### src/rtl/citometer_pkg.sv
// ============================================================================
// Module      : citometer_pkg
// Description : Shared constants and the pulse FSM state type.
// Revision    : 1.0 - initial release
// ============================================================================
`default_nettype none

package citometer_pkg;

  localparam int DEFAULT_DWIDTH     = 14;
  localparam int DEFAULT_WIDTH_BITS = 16;
  localparam int DROP_CNT_W         = 16;

  typedef enum logic [0:0] {
    ST_IDLE  = 1'b0,
    ST_PULSE = 1'b1
  } state_e;

endpackage

`default_nettype wire

### src/rtl/sat_counter.sv
// ============================================================================
// Module      : sat_counter
// Description : Saturating up-counter with synchronous clear.
// Revision    : 1.0 - initial release
// ============================================================================
`default_nettype none

module sat_counter
  import citometer_pkg::*;
#(
  parameter int W = DROP_CNT_W
) (
  input  logic         clk_i,
  input  logic         rst_ni,
  input  logic         clr_i,
  input  logic         inc_i,
  output logic [W-1:0] cnt_o
);

  logic [W-1:0] cnt_q;
  logic [W-1:0] cnt_d;

  // Clear applies first, so clr_i together with inc_i restarts the count at 1.
  always_comb begin
    cnt_d = clr_i ? '0 : cnt_q;
    if (inc_i && !(&cnt_d)) begin
      cnt_d = cnt_d + W'(1);
    end
  end

  always_ff @(posedge clk_i or negedge rst_ni) begin
    if (!rst_ni) begin
      cnt_q <= '0;
    end else begin
      cnt_q <= cnt_d;
    end
  end

  assign cnt_o = cnt_q;

endmodule

`default_nettype wire

### src/rtl/pulse_detector.sv
// ============================================================================
// Module      : pulse_detector
// Description : Threshold/hysteresis pulse detector emitting peak/width/area
//               records; area accumulation only with PULSE_DETECTOR_AREA_EN.
// Revision    : 1.0 - initial release
// ============================================================================
`default_nettype none

module pulse_detector
  import citometer_pkg::*;
#(
  parameter int DWIDTH     = DEFAULT_DWIDTH,
  parameter int WIDTH_BITS = DEFAULT_WIDTH_BITS,
  parameter int MIN_WIDTH  = 2
) (
  input  logic                         CLOCK_IN,
  input  logic                         RESET_N,
  input  logic                         ENABLE,
  input  logic [DWIDTH-1:0]            DATA_IN,
  input  logic [DWIDTH-1:0]            THRESHOLD,
  input  logic [DWIDTH-1:0]            HYSTERESIS,
  output logic                         EVT_VALID,
  input  logic                         EVT_READY,
  output logic [DWIDTH-1:0]            EVT_PEAK,
  output logic [WIDTH_BITS-1:0]        EVT_WIDTH,
  output logic [DWIDTH+WIDTH_BITS-1:0] EVT_AREA,
  output logic [DROP_CNT_W-1:0]        DROP_CNT
);

  localparam int AW = DWIDTH + WIDTH_BITS;

  state_e                state_q;
  logic [DWIDTH-1:0]     peak_q;
  logic [DWIDTH-1:0]     peak_d;
  logic [WIDTH_BITS-1:0] width_q;
  logic                  evt_valid_q;
  logic [DWIDTH-1:0]     evt_peak_q;
  logic [WIDTH_BITS-1:0] evt_width_q;

  logic [DWIDTH-1:0] w_end_level;
  logic              w_start;
  logic              w_stay;
  logic              w_end;
  logic              w_qual;
  logic              w_fire;
  logic              w_load;
  logic              w_drop;

  assign w_end_level = (HYSTERESIS > THRESHOLD) ? '0 : (THRESHOLD - HYSTERESIS);
  assign w_start = ENABLE && (state_q == ST_IDLE)  && (DATA_IN >= THRESHOLD);
  assign w_stay  = ENABLE && (state_q == ST_PULSE) && (DATA_IN >= w_end_level);
  assign w_end   = ENABLE && (state_q == ST_PULSE) && (DATA_IN <  w_end_level);
  assign w_qual  = w_end && (width_q >= WIDTH_BITS'(MIN_WIDTH));
  assign w_fire  = evt_valid_q && EVT_READY;
  // A completed record may take the slot if it is empty or being vacated this edge.
  assign w_load  = w_qual && (!evt_valid_q || EVT_READY);
  assign w_drop  = w_qual && evt_valid_q && !EVT_READY;

  always_comb begin
    peak_d = peak_q;
    if (w_start || (w_stay && (DATA_IN > peak_q))) begin
      peak_d = DATA_IN;
    end
  end

  sat_counter #(.W(WIDTH_BITS)) u_width_cnt (
    .clk_i  (CLOCK_IN),
    .rst_ni (RESET_N),
    .clr_i  (w_start),
    .inc_i  (w_start || w_stay),
    .cnt_o  (width_q)
  );

  sat_counter #(.W(DROP_CNT_W)) u_drop_cnt (
    .clk_i  (CLOCK_IN),
    .rst_ni (RESET_N),
    .clr_i  (1'b0),
    .inc_i  (w_drop),
    .cnt_o  (DROP_CNT)
  );

  always_ff @(posedge CLOCK_IN or negedge RESET_N) begin
    if (!RESET_N) begin
      state_q     <= ST_IDLE;
      peak_q      <= '0;
      evt_valid_q <= 1'b0;
      evt_peak_q  <= '0;
      evt_width_q <= '0;
    end else begin
      if (w_start) begin
        state_q <= ST_PULSE;
      end else if (w_end) begin
        state_q <= ST_IDLE;
      end
      peak_q <= peak_d;
      if (w_load) begin
        evt_valid_q <= 1'b1;
        evt_peak_q  <= peak_q;
        evt_width_q <= width_q;
      end else if (w_fire) begin
        evt_valid_q <= 1'b0;
      end
    end
  end

`ifdef PULSE_DETECTOR_AREA_EN
  logic [AW-1:0] area_q;
  logic [AW-1:0] area_d;
  logic [AW-1:0] evt_area_q;
  logic [AW:0]   w_area_sum;

  assign w_area_sum = {1'b0, area_q} + {{(AW+1-DWIDTH){1'b0}}, DATA_IN};

  always_comb begin
    area_d = area_q;
    if (w_start) begin
      area_d = {{(AW-DWIDTH){1'b0}}, DATA_IN};
    end else if (w_stay) begin
      area_d = w_area_sum[AW] ? '1 : w_area_sum[AW-1:0];
    end
  end

  always_ff @(posedge CLOCK_IN or negedge RESET_N) begin
    if (!RESET_N) begin
      area_q     <= '0;
      evt_area_q <= '0;
    end else begin
      area_q <= area_d;
      if (w_load) begin
        evt_area_q <= area_q;
      end
    end
  end

  assign EVT_AREA = evt_area_q;
`else
  assign EVT_AREA = '0;
`endif

  assign EVT_VALID = evt_valid_q;
  assign EVT_PEAK  = evt_peak_q;
  assign EVT_WIDTH = evt_width_q;

endmodule

`default_nettype wire

### config.mk
export PLATFORM = sky130hd
export DESIGN_NAME = pulse_detector
export DESIGN_NICKNAME = d
export VERILOG_FILES = /design/src/rtl/citometer_pkg.sv /design/src/rtl/sat_counter.sv /design/src/rtl/pulse_detector.sv
export SDC_FILE = /design/constraint.sdc
export NUM_CORES = 1
export LEC_CHECK = 0
export BUFFER_PORTS_ARGS = -buffer_cell sky130_fd_sc_hd__buf_4
export CORE_MARGIN = 1.5
export CORE_UTILIZATION = 40
export DETAILED_ROUTE_END_ITERATION = 7
export PLACE_DENSITY = 0.63
export RECOVER_POWER = 100
export SYNTH_ARGS = -nofsm -noshare
export SYNTH_HDL_FRONTEND = slang
export SYNTH_SLANG_ARGS = --single-unit
### constraint.sdc
create_clock -name CLOCK_IN -period 4.95 [get_ports CLOCK_IN]
set_input_delay 0.495 -clock CLOCK_IN [delete_from_list [all_inputs] [get_ports CLOCK_IN]]
set_output_delay 0.495 -clock CLOCK_IN [all_outputs]
set_load 0.01 [all_outputs]
-- Word level (Yosys, flattened, before mapping)
Index checks and enable logic that the tools add are counted.
- reduce and logical (&&, ||, !) cells: 24
- add/subtract/negate cells: 3
- muxes and demuxes: 7
- magnitude comparators: 6
- bitwise operators: 1
- operators with widths (operator ; count):
    $add A16 B1 Y16 const B ; 2
    $mux W16 ; 2
    $reduce_and A16 Y1 ; 2
    $ge A14 B14 Y1 ; 2
    $gt A14 B14 Y1 ; 2
    $ge A16 B2 Y1 const B ; 1
    $lt A14 B14 Y1 ; 1
    $mux W14 ; 1
    $sub A14 B14 Y14 ; 1
    $logic_and A1 B1 Y1 ; 13
    $logic_not A1 Y1 ; 4
    $mux W1 ; 4
    $reduce_bool A2 Y1 ; 2
    $logic_or A1 B1 Y1 ; 3
    $not A1 Y1 ; 1
- input port bits: 46
- logic and storage cells: 48
- bits in registers: 78

-- Depth between registers and ports, before layout
Gate-level depths: netlist of run 1.
- depth after elaboration: 8
- mapped depth: 19
- gate-level depth less buffers: 16

-- Modules after synthesis
A second synthesis of run 1 with hierarchy kept.
- cells, all modules: 583
- area total of the unflattened synthesis: 5690.5 µm²
- modules (own cells, without submodules) (module ; seq. area each (µm²) ; instances ; cells each ; area each (µm²)):
    pulse_detector ; 1151.1 ; 1 ; 395 ; 3846.2
    sat_counter ; 400.4 ; 2 ; 94 ; 922.1

-- Worst setup path before layout of run 1
No wires, ideal clock.
- kind: input -> register
- start: input THRESHOLD[0]
- end: register evt_peak_q[0] (netlist: EVT_PEAK[0])
- path buffers: 3
- slack: 0.523 ns
- stages: 19
- data required time: 4.825 ns
- arrival time: 4.302 ns
- library setup time: 0.125 ns
- cell sequence: inv_1 ha_1 fa_1 nor2b_1 o31ai_1 a211oi_1 o21ai_0 o21ai_0 buf_2 nand2_1 ha_1 a21oi_1 o21ai_1 a21o_1 or3_1 clkbuf_1 nor2b_1 buf_4 mux2_2
- cells in the longest elaborated chain, start to end: 6
- RTL lines (element ; RTL line ; RTL):
    start, declared ; pulse_detector.sv:20 ; input logic [DWIDTH-1:0] THRESHOLD,
    $sub A14 B14 Y14 / $gt A14 B14 Y1 (equally long branches) ; pulse_detector.sv:49 ; assign w_end_level = (HYSTERESIS > THRESHOLD) ? '0 : (THRESHOLD - HYSTERESIS);
    $mux W14 * ; pulse_detector.sv:49 ;
    $lt A14 B14 Y1 * ; pulse_detector.sv:52 ; assign w_end = ENABLE && (state_q == ST_PULSE) && (DATA_IN < w_end_level);
    $logic_and A1 B1 Y1 * ; pulse_detector.sv:52 ;
    $logic_and A1 B1 Y1 * ; pulse_detector.sv:53 ; assign w_qual = w_end && (width_q >= WIDTH_BITS'(MIN_WIDTH));
    $logic_and A1 B1 Y1 * ; pulse_detector.sv:56 ; assign w_load = w_qual && (!evt_valid_q || EVT_READY);
    end signal, assigned ; pulse_detector.sv:98 ; evt_peak_q <= peak_q;
    end, declared ; pulse_detector.sv:37 ; logic [DWIDTH-1:0] evt_peak_q;
Every way passes the cells marked *; elsewhere a longest branch is shown, timed or not.
A chain may end at the register's enable or synchronous reset.

-- Final worst setup path of run 1
- start: input THRESHOLD[0]
- end: register evt_peak_q[1] (netlist: EVT_PEAK[1])
Same word-level chain as after synthesis.

==> qor.txt, run 1 <==
failing checks: capacitance limit, slew limit
slew of the pin with the lowest slew margin: 1.92 ns
CTS tree: yes
die footprint: 0.0146 sq mm
final net count: 769
Slew Limit Fails: 79
kind of end point of the critical path: flip-flop
multi-input logic area: 0.00320 sq mm
iteration-0 DRC count of the detailed router: 182
vias post-DR: 4,352
WL met3: 472 microns
Syn. warnings: 0
leakage: 3.19 nW
sequential-to-total area share from yosys stat: 35.2%
clock latency on the worst-skew pair: 0.34 ns
iteration count of the initial detailed-routing pass: 4
core box area: 0.0134 sq mm
# DRC: 0
Worst EP required: 5.17 ns
total power: 2.64 mW
layout cell share with drive strength beyond 1: 17.0%
WL/cell: 14.4 microns
worst min path class: in -> reg
initial antenna violation count: 0
Worst EP arrival: 4.63 ns
number of setup violations in the final report: 0
post-cts repair resize count: 0
pwr dens: 406 mW/mm^2
maximum vdd drop: 0.238 mV
Remaining Overflow, GRT: 0
CTS H-tree depth: 3
Root Driver: clkbuf_16
cell taking the most area after synthesis: dfrtp_1
worst-path fanout max: 16
final non-filler cell total: 845
first-pass GRT wire length: 20,600 microns
Num CTS Buffers: 9
RSZ-0062 raised after global routing: no
post-placement cell count: 829
Gate Count Post-Synth: 566
clock sinks: 78
IO Count: 123
status: finished, violations left
Async S/R FF share, synth: 100%
commonest cells in the netlist: 78 x dfrtp_1, 58 x ha_1, 50 x inv_1, 45 x nand2_1
Crit Path Class: in -> reg
Max Cap Viol: 1
Max Freq: 227 MHz
Seq. cell area: 0.00195 sq mm
worst hold slack: 0.419 ns
wl on met1: 5730 microns
Place WS: 0.236 ns
post-layout min period: 4.41 ns
Post-synth EDFFs: 0
setup TNS: 0 ns
Yosys reg bits: 78
Clock Tree Buf Depth: 2
Layout Area Growth over Synthesis: 17.1%
Worst Skew: 0.00436 ns
n_diodes: 0
die height: 121 microns
Mapped Area: 0.00555 sq mm
final worst path period share: 89.1%
Starting Density: 41.4%
post-route ant nets: 0
gp weighted congestion: 0.827
setup repair bufs after CTS: 0
fill count: 1,304
vias in the first global route: 4,200
Yosys cell types: 59
max_slew headroom: -28.2%
metal2 WL: 5780 microns
Synth Flop Type: dfrtp_1
Yosys top cell area share: 35.2%
Startpoint Class: primary input
Detail Placement HPWL: 9510 microns
top sig layer: met4
most frequent cell after synthesis: dfrtp_1
Clk pin slew, worst setup/hold paths: 0.06 ns
Overall Global Routing Usage: 17.6%
largest net degree at the start of global routing: 79
Post-CTS Hold Buffers: 0
Die W: 121 microns
Buffers on Ports: 92
Final WS setup: 0.537 ns
final WL: 12,100 microns
synth top area cells: dfrtp_1 35%, ha_1 13%, mux2_2 6.7%
DR vias/cell: 5.15
final hold vios: 0
Core Rows: 42
syn avg cell area: 9.80 sq um
==> registers in the layout, indices dropped and copies added, names as in the netlist <==
name,flops
EVT_WIDTH,16
u_width_cnt.cnt_o,16
peak_q,14
u_drop_cnt.cnt_o,16
EVT_VALID,1
state_q,1
EVT_PEAK,14
==> metal layers <==
layer | track usage, % | vias to the layer above
li1 | - | 2156
met1 | 23.7 | 2089
met2 | 28.7 | 94
met3 | 3.77 | 13
met4 | 4.71 | 0
met5 | 0 | -
==> cells by family after synthesis <==
kind of cell               Yosys count  synth area share [%]
AOI/OAI and AO/OA                   82                  10.5
xor gates and xnor gates            23                  3.63
adders and majority gates           59                  13.4
buffers and inverters               93                  8.73
DFF                                 78                  35.2
muxes                               56                  11.8
other                                1                0.0676
and+or+nand+nor                    174                  16.7
==> final timing paths <==
kind,startpoint,endpoint,slack [ns],cells past startpoint
max,THRESHOLD[0],EVT_PEAK[1]$_DFFE_PN0P_,0.54,19
max in group asynchronous,RESET_N,u_drop_cnt.cnt_o[9]$_DFFE_PN0P_,3.13,1
min in group asynchronous,RESET_N,EVT_PEAK[4]$_DFFE_PN0P_,0.70,1
min,DATA_IN[0],peak_q[0]$_DFFE_PN0P_,0.42,2
max reg2reg,state_q$_DFFE_PN0P_,u_width_cnt.cnt_o[1]$_DFF_PN0_,1.89,10
min reg2reg,EVT_WIDTH[3]$_DFFE_PN0P_,EVT_WIDTH[3]$_DFFE_PN0P_,0.49,1
==> through the flow <==
step                instance area (sq um)  util [%]
floorplan                            5660         -
global placement                     6340      47.3
detailed placement                   6340      47.3
CTS                                  6710      50.1
global route                         6500      48.5
finish                               6500      48.5
==> report_power, final <==
| group | internal (mW) | switching [mW] |
|---|---|---|
| logic | 0.418 | 0.461 |
| registers | 0.808 | 0.135 |
| clock network | 0.546 | 0.267 |
==> layout by cell type (no fill, tap or decap), types with 4 or more instances in the layout <==
| cell type | instances |
|---|---|
| ha_1 | 58 |
| or3_1 | 4 |
| nor2_1 | 15 |
| dfrtp_1 | 78 |
| xor2_1 | 14 |
| xnor2_1 | 9 |
| and4_1 | 5 |
| o21a_1 | 4 |
| nand3_1 | 19 |
| and3_1 | 13 |
| clkbuf_1 | 48 |
| nand2_1 | 45 |
| o21ai_0 | 14 |
| inv_1 | 50 |
| conb_1 | 30 |
| a21o_1 | 5 |
| nand2b_1 | 11 |
| nor4_1 | 10 |
| mux2_1 | 10 |
| nand4_1 | 9 |
| clkbuf_16 | 9 |
| o21bai_1 | 4 |
| o31ai_1 | 5 |
| a21oi_1 | 25 |
| buf_4 | 50 |
| nor2b_1 | 11 |
| mux2i_1 | 10 |
| mux2_2 | 33 |
| or4_1 | 4 |
| bufinv_16 | 4 |
| nor3_1 | 18 |
==> critical path, stage by stage <==
cell and delay, ns:
clkbuf_4 0.11, inv_1 0.03, ha_1 0.22, fa_1 0.41, nor2b_1 0.17, o31ai_1 0.12, a211oi_1 0.41, o21ai_0 0.22
o21ai_0 0.20, buf_4 0.20, o21ai_0 0.10, ha_1 0.30, a21oi_1 0.15, o21ai_0 0.08, a21o_1 0.19, or3_1 0.41
nor2b_1 0.17, buf_4 0.27, mux2_2 0.36
==> cell type report <==
cell class	count	area share, %
Multi-Input combinational cell	424	49.2
Sequential cell	78	30.0
Timing Repair Buffer	101	8.82
Clock buffer	9	3.47
Tap cell	176	3.39
Inverter	50	2.89
Clock inverter	7	2.23
Note: power is estimated with default switching activity, not from simulation.
==> run 2, diff against run 1 <==
--- a/config.mk
+++ b/config.mk
@@ -10,7 +10,7 @@
 export CORE_UTILIZATION = 40
 export DETAILED_ROUTE_END_ITERATION = 7
 export PLACE_DENSITY = 0.63
-export RECOVER_POWER = 100
+export RECOVER_POWER = 25
 export SYNTH_ARGS = -nofsm -noshare
 export SYNTH_HDL_FRONTEND = slang
 export SYNTH_SLANG_ARGS = --single-unit
==> qor.txt, run 2 (same netlist as run 1, synthesis figures left out) <==
Slew Limit Fails: 79 (unchanged)
slew of the pin with the lowest slew margin: 1.94 ns (was 1.92 ns)
leakage: 3.41 nW (was 3.19 nW)
Max Freq: 229 MHz (was 227 MHz)
WL/cell: 14.3 microns (was 14.4 microns)
Num CTS Buffers: 9 (unchanged)
gp weighted congestion: 0.827 (unchanged)
# DRC: 0 (unchanged)
largest net degree at the start of global routing: 79 (unchanged)
initial antenna violation count: 0 (unchanged)
Layout Area Growth over Synthesis: 20.9% (was 17.1%)
post-cts repair resize count: 0 (unchanged)
number of setup violations in the final report: 0 (unchanged)
cells along the critical path: buf_4 > inv_1 > ha_1 > fa_1 > nor2b_1 > o31ai_1 > a211oi_1 > o21ai_0 > o21ai_0 > buf_4 > o21ai_0 > ha_1 > and4_1 > a21o_1 > or3_1 > nor2b_2 > buf_4 > mux2_2 (was clkbuf_4 > inv_1 > ha_1 > fa_1 > nor2b_1 > o31ai_1 > a211oi_1 > o21ai_0 > o21ai_0 > buf_4 > o21ai_0 > ha_1 > a21oi_1 > o21ai_0 > a21o_1 > or3_1 > nor2b_1 > buf_4 > mux2_2)
hold_sp: DATA_IN[0] (unchanged)
final non-filler cell total: 845 (unchanged)
first-pass GRT wire length: 20,600 microns (unchanged)
Crit Path Class: in -> reg (unchanged)
iteration count of the initial detailed-routing pass: 4 (unchanged)
Root Driver: clkbuf_16 (unchanged)
kind of end point of the critical path: flip-flop (unchanged)
final net count: 769 (unchanged)
final WL: 12,100 microns (about the same)
Sw Share: 31.7% (was 32.8%)
failing checks: capacitance limit, slew limit (unchanged)
Clock Tree Buf Depth: 2 (unchanged)
commonest non-fill, non-tap cells in the layout: 100 x buf_4, 78 x dfrtp_1, 58 x ha_1, 50 x inv_1, 45 x nand2_1 (was 78 x dfrtp_1, 58 x ha_1, 50 x inv_1, 50 x buf_4, 48 x clkbuf_1)
clock sinks: 78 (unchanged)
status: finished, violations left (unchanged)
vias post-DR: 4,345 (was 4,352)
IO Count: 123 (unchanged)
post-placement cell count: 829 (unchanged)
Buffers on Ports: 92 (unchanged)
Final Util: 50.1% (was 48.5%)
Worst EP arrival: 4.59 ns (was 4.63 ns)
Detail Placement HPWL: 9510 microns (unchanged)
die footprint: 0.0146 sq mm (unchanged)
setup TNS: 0 ns (unchanged)
layout cell share with drive strength beyond 1: 25.4% (was 17.0%)
max_slew headroom: -29.0% (was -28.2%)
Critical Path Source: THRESHOLD[0] (unchanged)
Crit-path slowest cell: or3_1 (was fa_1)
clock network fraction of total power: 29.7% (was 30.9%)
Post-CTS Hold Buffers: 0 (unchanged)
Max Cap Viol: 1 (unchanged)
final worst path period share: 88.1% (was 89.1%)
post-route ant nets: 0 (unchanged)
worst min path class: in -> reg (unchanged)
most common cell after layout, fill and taps aside: buf_4 (was dfrtp_1)
Worst Skew: 0.00395 ns (was 0.00436 ns)
vias in the first global route: 4,200 (unchanged)
setup repair bufs after CTS: 0 (unchanged)
clock latency on the worst-skew pair: 0.34 ns (about the same)
core box area: 0.0134 sq mm (unchanged)
Top delay family on crit path: compound AO/OA/AOI/OAI gates (unchanged)
worst path bufs/invs: 4 (unchanged)
maximum vdd drop: 0.268 mV (was 0.238 mV)
logic gate share of total power: 35.8% (was 33.4%)
slowest stage delay, CP: 0.42 ns (was 0.41 ns)
Startpoint Class: primary input (unchanged)
FF-to-FF Start: state_q$_DFFE_PN0P_ (unchanged)
Clk pin slew, worst setup/hold paths: 0.06 ns (about the same)
post-layout min period: 4.36 ns (was 4.41 ns)
Overall Global Routing Usage: 17.6% (unchanged)
die height: 121 microns (unchanged)
Worst EP required: 5.17 ns (about the same)
worst-path fanout max: 16 (unchanged)
Die W: 121 microns (unchanged)
sequential share of power: 34.5% (was 35.8%)
n_diodes: 0 (unchanged)
Remaining Overflow, GRT: 0 (unchanged)
Starting Density: 41.4% (unchanged)
pwr dens: 409 mW/mm^2 (was 406 mW/mm^2)
iteration-0 DRC count of the detailed router: 190 (was 182)
CTS H-tree depth: 3 (unchanged)
final hold vios: 0 (unchanged)
DR vias/cell: 5.14 (was 5.15)
switching pwr: 871 uW (was 864 uW)
CTS tree: yes (unchanged)
RSZ-0062 raised after global routing: no (unchanged)
Design Area, Final: 0.00671 sq mm (was 0.00650 sq mm)
placed cell areas: 0.00634 sq mm (unchanged)
Pint: 1.87 mW (was 1.77 mW)
Core Rows: 42 (unchanged)
[run 2: cell types whose count changed in the layout (fill, tap and decap cells not counted), sizes merged]
cell    before  now
buf         50  100
clkbuf      60   10
[run 2: path summary, 6_finish.rpt]
check                                                   to  slack, ns  cells after the start
min in group asynchronous          EVT_PEAK[4]$_DFFE_PN0P_       0.70                      1
setup reg to reg            u_width_cnt.cnt_o[1]$_DFF_PN0_       1.90                     10
hold reg to reg                   EVT_WIDTH[3]$_DFFE_PN0P_       0.49                      1
hold / removal                       peak_q[0]$_DFFE_PN0P_       0.42                      2
setup / recovery                   EVT_PEAK[1]$_DFFE_PN0P_       0.59                     18
max in group asynchronous  u_drop_cnt.cnt_o[9]$_DFFE_PN0P_       3.12                      1
[run 2: cell type report]
| cell class | instances | area (sq um) |
|---|---|---|
| inverters | 50 | 188 |
| fillers | 1253 | 6690 |
| clock inverters | 7 | 145 |
| repair buffers | 101 | 756 |
| multi-input cells | 424 | 3220 |
| well taps | 176 | 220 |
| clock buffers | 9 | 225 |
| flip-flops and latches | 78 | 1950 |
[run 2: power groups by stage]
stage          Combinational (mW)  Sequential (mW)  Clock (mW)
6_report                    0.982            0.948       0.815
5_1_grt                      1.10            0.972       0.858
4_1_cts                     0.996            0.948       0.831
3_5_place_dp                0.988            0.957           0
3_3_place_gp                0.957            0.949           0
2_1_floorplan               0.648            0.954           0
[run 2: worst register-to-register path, cell delays in order (launching register included)]
cell	delay, ns
dfrtp_1	0.46
inv_1	0.11
a221oi_4	0.48
and2_1	0.21
ha_1	0.20
nand2_1	0.11
nor2b_1	0.22
and2_4	0.21
and3_1	0.49
o21ai_0	0.17
mux2_2	0.29
[run 2: layer usage]
metal	track usage [%]	vias up	routed length [microns]
li1	-	2159	-
met1	23.7	2085	5700
met2	28.7	89	5800
met3	3.77	12	463
met4	4.71	0	147
met5	0	-	0
[run 2: stage by stage]
stage / hold WS, ns / worst slack [ns] / power (mW)
2_1_floorplan: 0.199 / 0.523 / 1.60
3_3_place_gp: 0.469 / 0.337 / 1.91
3_5_place_dp: 0.486 / 0.236 / 1.94
4_1_cts: 0.365 / 0.573 / 2.78
5_1_grt: 0.405 / 0.205 / 2.93
6_report: 0.418 / 0.587 / 2.74
==> run 3, diff against run 2 <==
==> constraint.sdc (replaced) <==
create_clock -name CLOCK_IN -period 4.3 [get_ports CLOCK_IN]
set_input_delay 0.43 -clock CLOCK_IN [delete_from_list [all_inputs] [get_ports CLOCK_IN]]
set_output_delay 0.43 -clock CLOCK_IN [all_outputs]
set_load 0.01 [all_outputs]
==> qor.txt, run 3 (same netlist as run 1, synthesis figures left out) <==
status: finished, violations left (unchanged)
failing checks: capacitance limit, slew limit (unchanged)
die height: 121 microns (unchanged)
total power: 3.03 mW (was 2.74 mW)
worst min path class: in -> reg (unchanged)
iteration count of the initial detailed-routing pass: 4 (unchanged)
worst path bufs/invs: 6 (was 4)
Crit-path slowest cell: or4_1 (was or3_1)
Max Cap Viol: 1 (unchanged)
CTS tree: yes (unchanged)
most common cell after layout, fill and taps aside: buf_4 (unchanged)
cells along the critical path: buf_4 > inv_1 > ha_1 > fa_1 > nor2b_2 > o31ai_1 > a211oi_1 > buf_4 > o21ai_0 > o21ai_2 > buf_2 > nand2_1 > ha_1 > and4_1 > a21o_1 > buf_4 > a32oi_2 > buf_4 > or4_1 > a21oi_1 (was buf_4 > inv_1 > ha_1 > fa_1 > nor2b_1 > o31ai_1 > a211oi_1 > o21ai_0 > o21ai_0 > buf_4 > o21ai_0 > ha_1 > and4_1 > a21o_1 > or3_1 > nor2b_2 > buf_4 > mux2_2)
vias post-DR: 4,438 (was 4,345)
Worst EP required: 4.55 ns (was 5.17 ns)
Layout Area Growth over Synthesis: 22.0% (was 20.9%)
Remaining Overflow, GRT: 0 (unchanged)
Worst EP arrival: 4.36 ns (was 4.59 ns)
max_slew headroom: -25.1% (was -29.0%)
Buffers on Ports: 92 (unchanged)
Worst Skew: 0.00573 ns (was 0.00395 ns)
final non-filler cell total: 852 (was 845)
clock sinks: 78 (unchanged)
first-pass GRT wire length: 20,800 microns (was 20,600 microns)
n_diodes: 0 (unchanged)
iteration-0 DRC count of the detailed router: 163 (was 190)
Crit Path Class: in -> reg (unchanged)
Design Area, Final: 0.00677 sq mm (was 0.00671 sq mm)
WL/cell: 14.5 microns (was 14.3 microns)
largest net degree at the start of global routing: 79 (unchanged)
die footprint: 0.0146 sq mm (unchanged)
initial antenna violation count: 0 (unchanged)
Clk pin slew, worst setup/hold paths: 0.06 ns (about the same)
post-layout min period: 4.11 ns
clock latency on the worst-skew pair: 0.33 ns (was 0.34 ns)
final hold vios: 0 (unchanged)
layout cell share with drive strength beyond 1: 27.4% (was 25.4%)
Die W: 121 microns (unchanged)
RSZ-0062 raised after global routing: yes (was no)
maximum vdd drop: 0.316 mV (was 0.268 mV)
Startpoint Class: primary input (unchanged)
slowest stage delay, CP: 0.50 ns (was 0.42 ns)
Top delay family on crit path: compound AO/OA/AOI/OAI gates (unchanged)
Detail Placement HPWL: 9670 microns (was 9510 microns)
core box area: 0.0134 sq mm (unchanged)
placed cell areas: 0.00641 sq mm (was 0.00634 sq mm)
final net count: 776 (was 769)
pwr dens: 447 mW/mm^2 (was 409 mW/mm^2)
DR vias/cell: 5.21 (was 5.14)
slew of the pin with the lowest slew margin: 1.88 ns (was 1.94 ns)
Clock Tree Buf Depth: 2 (unchanged)
number of setup violations in the final report: 0 (unchanged)
IO Count: 123 (unchanged)
Root Driver: clkbuf_16 (unchanged)
vias in the first global route: 4,397 (was 4,200)
commonest non-fill, non-tap cells in the layout: 103 x buf_4, 78 x dfrtp_1, 58 x ha_1, 50 x inv_1, 45 x nand2_1 (was 100 x buf_4, 78 x dfrtp_1, 58 x ha_1, 50 x inv_1, 45 x nand2_1)
worst-path fanout max: 17 (was 16)
fill count: 1,251 (was 1,253)
post-placement cell count: 835 (was 829)
final worst path period share: 95.5%
Crit path top cell by count: buf_4
Final Util: 50.5% (was 50.1%)
Post-CTS Hold Buffers: 0 (unchanged)
# DRC: 0 (unchanged)
Slew Limit Fails: 79 (unchanged)
Num CTS Buffers: 9 (unchanged)
leakage: 3.43 nW (was 3.41 nW)
gp weighted congestion: 0.820 (was 0.827)
post-route ant nets: 0 (unchanged)
Starting Density: 41.4% (unchanged)
CTS H-tree depth: 3 (unchanged)
Core Rows: 42 (unchanged)
final WL: 12,300 microns (was 12,100 microns)
Overall Global Routing Usage: 17.7% (was 17.6%)
Max Freq: 244 MHz
kind of end point of the critical path: flip-flop (unchanged)
-- run 3: cell count changes in the layout (fill, tap and decap cells not counted), sizes merged --
cell and change:
buf +7, bufinv -3, clkbuf +2, clkinv +1
clkinvlp +1, inv -1
-- run 3: per-stage QoR --
step / TNS, ns / setup slack [ns] / hold WS [ns]
after CTS: 0 / 0.193 / 0.283
after floorplan: 0 / 0.0175 / 0.134
after global placement: -0.0445 / -0.0102 / 0.469
after global routing: -0.265 / -0.0303 / 0.334
final: 0 / 0.195 / 0.343
after detailed placement: -5.36 / -0.159 / 0.484
-- run 3: final timing paths --
| check | end | startpoint | cells after the start | slack [ns] |
|---|---|---|---|---|
| worst max-delay path | u_width_cnt.cnt_o[13]$_DFF_PN0_ | THRESHOLD[0] | 20 | 0.19 |
| worst min-delay path | peak_q[0]$_DFFE_PN0P_ | DATA_IN[0] | 2 | 0.34 |
| worst max register to register | u_width_cnt.cnt_o[1]$_DFF_PN0_ | state_q$_DFFE_PN0P_ | 10 | 1.40 |
| worst min register to register | EVT_WIDTH[8]$_DFFE_PN0P_ | EVT_WIDTH[8]$_DFFE_PN0P_ | 1 | 0.49 |
| max in group asynchronous | EVT_PEAK[6]$_DFFE_PN0P_ | RESET_N | 1 | 2.57 |
| min in group asynchronous | EVT_PEAK[1]$_DFFE_PN0P_ | RESET_N | 1 | 0.60 |
-- run 3: routing by layer --
metal	up-vias	GRT usage, %	share of wire (%)
met2	107	29.7	49
met1	2140	23.0	46
met5	-	0	0
met3	15	3.82	4.0
li1	2176	-	-
met4	0	5.15	1.5
-- run 3: power breakdown --
| part | total, mW | internal, mW | switching [mW] |
|---|---|---|---|
| combinational | 1.18 | 0.625 | 0.550 |
| clock | 0.754 | 0.465 | 0.289 |
| sequential | 1.10 | 0.930 | 0.165 |
| total | 3.03 | 2.02 | 1.00 |
-- run 3: final cells by class --
| class | count | area, sq um | area share, % |
|---|---|---|---|
| Timing Repair Buffer | 108 | 835 | 12.3 |
| Multi-Input combinational cell | 424 | 3270 | 48.4 |
| Inverter | 50 | 188 | 2.77 |
| Sequential cell | 78 | 1950 | 28.8 |
| Tap cell | 176 | 220 | 3.25 |
| Clock buffer | 11 | 243 | 3.59 |
| Clock inverter | 5 | 58.8 | 0.869 |
-- run 3: timing repair --
item                                    CTS  global route
endpoints found under the setup margin    0            55
resized for setup                         0            12
buffers inserted                          0             0
